===== src/rtl/fifo_1r1w_ctrl_pkg.sv =====
// Shared helpers for the 1R1W FIFO controller and its RAM.
// Holds only generic width helpers; no block-specific types live here.
package fifo_1r1w_ctrl_pkg;

  // Address width for a RAM of the given depth (at least one bit).
  function automatic int unsigned addr_width(input int unsigned depth);
    return (depth > 1) ? $clog2(depth) : 1;
  endfunction

  // Occupancy counter width: must represent 0..depth inclusive.
  function automatic int unsigned cnt_width(input int unsigned depth);
    return $clog2(depth) + 1;
  endfunction

endpackage


===== src/rtl/ram_1r1w_sync.sv =====
// Simple dual-port synchronous RAM: one write port, one read port,
// one-cycle read latency. The read data register holds its value until
// the next read, so an unconsumed word stays available at rdata_o.
module ram_1r1w_sync
  import fifo_1r1w_ctrl_pkg::*;
#(
  parameter  int unsigned DataWidth  = 8,
  parameter  int unsigned NumEntries = 512,
  localparam int unsigned AddrW      = addr_width(NumEntries)
) (
  input  logic                 clk_i,
  input  logic                 reset_i,
  input  logic                 we_i,
  input  logic [AddrW-1:0]     waddr_i,
  input  logic [DataWidth-1:0] wdata_i,
  input  logic                 re_i,
  input  logic [AddrW-1:0]     raddr_i,
  output logic [DataWidth-1:0] rdata_o
);

  logic [DataWidth-1:0] r_mem [NumEntries];
  logic [DataWidth-1:0] r_rdata;

  // Write port; array contents are not reset.
  always_ff @(posedge clk_i) begin
    if (we_i) begin
      r_mem[waddr_i] <= wdata_i;
    end
  end

  // Registered read port, held between reads.
  always_ff @(posedge clk_i) begin
    if (!reset_i) begin
      r_rdata <= '0;
    end else if (re_i) begin
      r_rdata <= r_mem[raddr_i];
    end
  end

  assign rdata_o = r_rdata;

endmodule


===== src/rtl/fifo_1r1w_ctrl.sv =====
// Valid/ready FIFO built on a 1R1W synchronous RAM plus a single output
// register driving valid_o/data_o. Occupancy counts RAM entries, the word
// in flight from the RAM read port, and the output register.
// Optional macro FIFO_1R1W_CTRL_BYPASS_EN: a write arriving while the RAM
// is empty, nothing is in flight and the output register can take a word
// goes straight into the output register instead of the RAM.
module fifo_1r1w_ctrl
  import fifo_1r1w_ctrl_pkg::*;
#(
  parameter  int unsigned Width = 8,
  parameter  int unsigned Depth = 512,
  localparam int unsigned CntW  = cnt_width(Depth)
) (
  input  logic             clk_i,
  input  logic             reset_i,
  input  logic             valid_i,
  input  logic [Width-1:0] data_i,
  output logic             ready_o,
  output logic             valid_o,
  output logic [Width-1:0] data_o,
  input  logic             ready_i,
  output logic [CntW-1:0]  count_o
);

  localparam int unsigned AddrW = addr_width(Depth);

  logic [AddrW-1:0] r_wr_ptr;
  logic [AddrW-1:0] r_rd_ptr;
  logic             r_inflight;
  logic             r_valid;
  logic [Width-1:0] r_data;
  logic [CntW-1:0]  r_count;
  logic             r_ready;

  logic             w_accept;
  logic             w_deliver;
  logic             w_ram_ne;
  logic             w_out_free;
  logic             w_load;
  logic             w_bypass;
  logic             w_wr_en;
  logic             w_rd_en;
  logic [Width-1:0] w_rdata;
  logic [CntW-1:0]  w_count_nxt;

  ram_1r1w_sync #(
    .DataWidth  (Width),
    .NumEntries (Depth)
  ) u_ram (
    .clk_i   (clk_i),
    .reset_i (reset_i),
    .we_i    (w_wr_en),
    .waddr_i (r_wr_ptr),
    .wdata_i (data_i),
    .re_i    (w_rd_en),
    .raddr_i (r_rd_ptr),
    .rdata_o (w_rdata)
  );

  // Handshakes, read scheduling and next occupancy.
  always_comb begin
    w_accept   = valid_i && r_ready;
    w_deliver  = r_valid && ready_i;
    // Read pointer never equals write pointer while words are stored, so a
    // read is never issued to the address being written this cycle.
    w_ram_ne   = (r_rd_ptr != r_wr_ptr);
    // Output register can take a word at this edge: empty or being drained.
    w_out_free = !r_valid || ready_i;
    // In-flight word moves into the output register once it is free;
    // otherwise it waits in the RAM read register.
    w_load     = r_inflight && w_out_free;
`ifdef FIFO_1R1W_CTRL_BYPASS_EN
    w_bypass   = w_accept && !w_ram_ne && !r_inflight && w_out_free;
`else
    w_bypass   = 1'b0;
`endif
    w_wr_en    = w_accept && !w_bypass;
    // A new read may start when the previous in-flight word is leaving
    // (w_load) or none is pending, which w_out_free covers in both cases.
    w_rd_en    = w_ram_ne && w_out_free;

    w_count_nxt = r_count;
    if (w_accept && !w_deliver) begin
      w_count_nxt = r_count + CntW'(1);
    end else if (!w_accept && w_deliver) begin
      w_count_nxt = r_count - CntW'(1);
    end
  end

  // Pointers, in-flight flag, occupancy and registered ready.
  always_ff @(posedge clk_i) begin
    if (!reset_i) begin
      r_wr_ptr   <= '0;
      r_rd_ptr   <= '0;
      r_inflight <= 1'b0;
      r_count    <= '0;
      r_ready    <= 1'b1;
    end else begin
      if (w_wr_en) begin
        r_wr_ptr <= r_wr_ptr + AddrW'(1);
      end
      if (w_rd_en) begin
        r_rd_ptr <= r_rd_ptr + AddrW'(1);
      end
      if (w_rd_en) begin
        r_inflight <= 1'b1;
      end else if (w_load) begin
        r_inflight <= 1'b0;
      end
      r_count <= w_count_nxt;
      r_ready <= (w_count_nxt < CntW'(Depth));
    end
  end

  // Output register: held while stalled, loaded from RAM or bypass.
  always_ff @(posedge clk_i) begin
    if (!reset_i) begin
      r_valid <= 1'b0;
      r_data  <= '0;
    end else if (w_load) begin
      r_valid <= 1'b1;
      r_data  <= w_rdata;
    end else if (w_bypass) begin
      r_valid <= 1'b1;
      r_data  <= data_i;
    end else if (w_deliver) begin
      r_valid <= 1'b0;
    end
  end

  assign ready_o = r_ready;
  assign valid_o = r_valid;
  assign data_o  = r_data;
  assign count_o = r_count;

endmodule


===== config.mk =====
export PLATFORM = sky130hd
export DESIGN_NAME = fifo_1r1w_ctrl
export DESIGN_NICKNAME = d
export VERILOG_FILES = /design/src/rtl/fifo_1r1w_ctrl_pkg.sv /design/src/rtl/ram_1r1w_sync.sv /design/src/rtl/fifo_1r1w_ctrl.sv
export SDC_FILE = /design/constraint.sdc
export NUM_CORES = 2
export LEC_CHECK = 0
export BUFFER_PORTS_ARGS = -buffer_cell sky130_fd_sc_hd__clkbuf_2
export CORE_UTILIZATION = 50
export CTS_BUF_LIST = sky130_fd_sc_hd__clkbuf_4 sky130_fd_sc_hd__clkbuf_8
export DETAILED_ROUTE_END_ITERATION = 12
export PLACE_DENSITY_LB_ADDON = 0.05
export SETUP_SLACK_MARGIN = 0.02
export SLEW_MARGIN = 20
export SYNTH_ARGS = -nofsm -noshare
export SYNTH_HDL_FRONTEND = slang
export SYNTH_SLANG_ARGS = --single-unit

===== constraint.sdc =====
create_clock -name clk_i -period 6.5 [get_ports clk_i]
set_input_delay 1.3 -clock clk_i [delete_from_list [all_inputs] [get_ports clk_i]]
set_output_delay 1.3 -clock clk_i [all_outputs]
set_load 0.01 [all_outputs]

-- Word level (Yosys, flattened, before mapping)
Memories as Yosys holds them, arrays and structs flattened. A register that Yosys moved wholly into a read port is not among the register bits.
Cells that the tools add are included.
W data, S select, Z words.
- memory bits (read-only): 0
- logic and storage cells: 35
- bits of input ports: 12
- latch bits: 0
- register bits: 39
- memories kept: 1
- bits in writable memories: 4096
- output and inout port bits: 20
- equality and inequality tests: 1
- muxes and demuxes: 8
- shift-type cells: 0
- bitwise logic cells: 0
- add/sub/neg operators: 4
- $mul: 0
- divide/modulo/power cells: 0
- magnitude comparators: 1
- reduce and logical (&&, ||, !) cells: 13
- memory list (name ; words ; bits a word ; rd ports ; clocked after memory_dff ; write ports ; line ; source):
    u_ram.r_mem ; 512 ; 8 ; 1 ; 1 ; 1 ; ram_1r1w_sync.sv:21 ; logic [DataWidth-1:0] r_mem [NumEntries];
- operators by type and width (cell ; count):
    $mux W10 ; 2
    $add A9 B1 Y9 const B ; 2
    $add A10 B1 Y10 const B ; 1
    $lt A10 B10 Y1 const B ; 1
    $sub A10 B1 Y10 const B ; 1
    $ne A9 B9 Y1 ; 1
    $logic_and A1 B1 Y1 ; 6
    $mux W1 ; 6
    $logic_not A1 Y1 ; 4
    $reduce_bool A2 Y1 ; 2
    $logic_or A1 B1 Y1 ; 1

-- Longest topological paths before layout
- depth after elaboration: 6
- gate-level depth with buffers: 15
- gate-level depth less buffers: 11

-- Hierarchy
A second synthesis with hierarchy kept.
- cell total of the unflattened synthesis: 7653
- area total of the unflattened synthesis: 162069.2 um2
- by module, submodules not included (module ; seq. area each (um2) ; cells an instance ; area an instance (um2) ; times used):
    ram_1r1w_sync ; 123158.1 ; 7392 ; 159945.9 ; 1
    fifo_1r1w_ctrl ; 780.7 ; 261 ; 2123.3 ; 1

-- Worst setup path before layout
OpenSTA, ideal clock, no wires.
- path kind: input to register
- start: input valid_i
- end: memory u_ram.r_mem[255][0], enable pin
- setup time: 386 ps
- buffers on the path: 1
- path slack: 3242 ps
- arrival: 2872 ps
- required time: 6114 ps
- stages: 6
- cell sequence: nand2_1 -> clkinv_1 -> and3_1 -> clkbuf_1 -> nand3_1 -> nor3_1
- word-level cells in the longest chain between the ends: 3
- ends and longest elaborated chain (what ; line ; source):
    start, declared ; fifo_1r1w_ctrl.sv:16 ; input logic valid_i,
    $logic_and A1 B1 Y1 ; fifo_1r1w_ctrl.sv:62 ; w_accept = valid_i && r_ready;
    named net u_ram.we_i ; ram_1r1w_sync.sv:13 ; input logic we_i,
    $mux W1 ; ram_1r1w_sync.sv:26 ; if (we_i) begin
    $mux W1 (not written as such) ; ram_1r1w_sync.sv:27 ; r_mem[waddr_i] <= wdata_i;
    end, declared ; ram_1r1w_sync.sv:21 ;
The timed path passes the listed nets, and every way through them passes these cells.

-- Worst setup path in the final report
- start: register r_rd_ptr[0]
- end: register u_ram.r_rdata[4] (netlist: u_ram.rdata_o[4]), read port of u_ram.r_mem
- word-level cells in the longest chain between the ends: 2
- ends and longest elaborated chain (what ; line ; source):
    start, declared ; fifo_1r1w_ctrl.sv:28 ; logic [AddrW-1:0] r_rd_ptr;
    start signal, assigned ; fifo_1r1w_ctrl.sv:103 ; r_rd_ptr <= r_rd_ptr + AddrW'(1);
    $ne A9 B9 Y1 ; fifo_1r1w_ctrl.sv:66 ; w_ram_ne = (r_rd_ptr != r_wr_ptr);
    $logic_and A1 B1 Y1 ; fifo_1r1w_ctrl.sv:80 ; w_rd_en = w_ram_ne && w_out_free;
    end, declared ; ram_1r1w_sync.sv:22 ; logic [DataWidth-1:0] r_rdata;
Several ways; a longest one is shown, not always the timed one.
A chain may end at the register's enable or synchronous reset.

==> results_dict.tcl <==
set metrics [dict create \
    outcome "finished, violations left" \
    violations "DRC" \
    wl_mm 493 \
    drc 21 \
    crit_family "compound AO/OA/AOI/OAI gates" \
    ys_types 89 \
    via_count 84000 \
    fin_crit_sh_pct 83.7 \
    portBuffers 31 \
    globalRouteTotalUtil_pct 30.0 \
    critPathMaxStageDelay_ns 1.01 \
    die_height_um 572 \
    drtIter0Drc 10300 \
    synthMuxAreaShare_pct 15.8 \
    crit_required_ns 7.56 \
    tns_ns 0 \
    start_util_pct 50.2 \
    crit_path_max_fanout 31 \
    design_area_um2 180000 \
    cts_sinks 4143 \
    slowest_stage "dfxtp_4" \
    crit_buf_inv 2 \
    yosys_warnings 0 \
    synthSimpleGateAreaFrac_pct 2.87 \
    fp-row-count 209 \
    dr.pass1.iters 12 \
    grt_pass1_vias 83300 \
    regArea_um2 124000 \
    synth_compound_area_share_pct 2.78 \
    overflow 0 \
    ir_drop_mv 0.234 \
    synth_flop_cell "edfxtp_1" \
    dp.cells 11900 \
    skew_ns 0.0881 \
    maxSlewViolCount 0 \
    cts.path.max_buffers 4 \
    hpwl_mm 291 \
    cts_max_level 6 \
    clock-root-buffer "clkbuf_8" \
    layout_commonest_cell "edfxtp_1" \
    die_area_um2 328000 \
    cts_resized 0 \
    fin_hold_ws_ns 0.519 \
    nNetsFinal 8260 \
    synthesis.nets 7820 \
    synth_edf_count 4096 \
    wl_per_cell_um 37.6 \
    p_per_area_nw_per_um2 354 \
    synth_top_family_by_area "multiplexers" \
    cap_violations 0 \
    drive_gt1_share_pct 25.1 \
    grt_max_degree 177 \
    instances_no_fill 13100 \
    final_cell_mix "4096 x edfxtp_1, 831 x mux4_2, 699 x clkbuf_8" \
    synthCells 7799 \
    path_clk_slew_ns 0.06 \
    max_slew_margin_pct 18.9 \
    final_hold_viol_count 0 \
    synthArstFlopShare_pct 0 \
    yosys.area_share.adder_pct 0.0692 \
    cts_tree "yes" \
    antenna_found_initial 30 \
    grt_pass1_wl_mm 676 \
    fillCellCount 24800 \
    cp_cell_sequence "buf_12 > buf_4 > mux4_2 > a22o_1 > a221oi_1 > o22ai_1 > a31oi_1 > a221oi_2 > nor4_1 > o32ai_1" \
    ys_ff_latch 4143 \
    ant_nets 0 \
    period_needed_ns 5.44 \
    placed_area_um2 167000 \
    fmax_mhz 184 \
    ys_seq_area_share_pct 76.2 \
    worstSetupPathType "register to register" \
    synth-xor-area-share_pct 0.129 \
    cts_buffers 677 \
    syn_avg_cell_area_um2 20.9 \
    cp-start-kind "register" \
    core_um2 324000 \
    p_leak_nw 55.6 \
    postCtsHoldBufs 0 \
    worst_slew_pin_slew_ns 1.21 \
    end_kind "register" \
    gp_congestion 0.871 \
    multi_input_area_um2 35500 \
    routed_via_density 6.41 \
    clock_latency_ns 1.25 \
    die_w_um 572 \
    area_growth_pct 10.8 \
    hp-class "register to register" \
    crit_arrival_ns 6.50 \
    cts_setup_buffers 0 \
    setup_viol 0 \
    pin_count 32 \
    rsz0062_at_grt "no" \
    synth_area_um2 163000 \
]
==> path summary, 6_finish.rpt <==
check	start	end	slack [ns]	depth (start not counted)
worst min-delay path	r_inflight	valid_o	0.52	1
worst max register to register	r_rd_ptr[0]	u_ram.rdata_o[4]	1.06	10
worst min register to register	r_inflight	valid_o	0.52	1
worst max-delay path	r_rd_ptr[0]	u_ram.rdata_o[4]	1.06	10
==> sequential cells by signal (all words and copies together) (netlist names), named ones only <==
name           cells
ready_o            1
count_o            9
r_inflight         1
data_o             8
u_ram.r_mem     4096
valid_o            1
r_wr_ptr           9
r_rd_ptr           9
u_ram.rdata_o      8
==> stage by stage <==
stage                     util [%]  total power [W]  setup WS (ns)
after detailed placement      51.7           0.0424           1.00
after global placement        51.7           0.0424          0.958
after global routing          55.6           0.0656           1.10
after floorplan                  -           0.0385           3.24
after CTS                     55.6           0.0641          0.977
final                         55.7           0.0638           1.06
==> Yosys cell counts (all sizes together) (7+ instances only) <==
cell type	instances	area, um^2
xor2	17	149
ha	9	113
buf	311	2660
o21ai	106	531
xnor2	7	61.3
mux2	22	248
nor3	45	225
nor4	14	87.6
and3	10	62.6
a31oi	27	175
inv	14	52.6
clkbuf	178	876
nor3b	8	65.1
nand4	15	93.8
edfxtp	4096	123000
a2111oi	14	123
nand3	58	290
o22ai	71	444
a211oi	42	320
or3	10	62.6
mux4	934	21400
o32ai	7	68.8
nor2	643	2410
o211ai	17	128
a221oi	76	684
nor2b	30	188
nand2	215	807
o2111ai	7	61.3
o221ai	49	429
and2	19	120
mux2i	399	3990
a21oi	134	671
dfxtp	47	941
a22oi	56	420
nand2b	9	56.3
==> power by group <==
group	internal (W)	switching [W]	leakage (nW)	total, W
Sequential	0.0294	0.000234	37.2	0.0297
Clock	0.0116	0.0103	6.77	0.0220
Combinational	0.00514	0.00700	11.7	0.0121
Total	0.0462	0.0176	55.6	0.0638
==> per-layer routing <==
metal	GRT usage [%]	routed length (um)
met4	10.2	16500
met3	6.35	42600
met1	41.9	199000
met2	47.4	235000
met5	0	55
==> area by class of cell <==
| cell class | count | area share [%] |
|---|---|---|
| inverter | 17 | 0.0451 |
| sequential | 4143 | 68.8 |
| antenna | 26 | 0.0361 |
| clock inverter | 254 | 0.790 |
| multi-input combinational | 3148 | 19.7 |
| tap | 4325 | 3.00 |
| clock buffer | 937 | 6.33 |
| timing repair buffer | 252 | 1.39 |
==> cell families after synthesis <==
| group | Yosys count |
|---|---|
| adders and majority gates | 9 |
| AOI/OAI and AO/OA | 660 |
| muxes | 1355 |
| xor gates and xnor gates | 24 |
| buffers and inverters | 508 |
| DFF | 4143 |
| and+or+nand+nor | 1100 |
(Power assumes the default switching activity.)
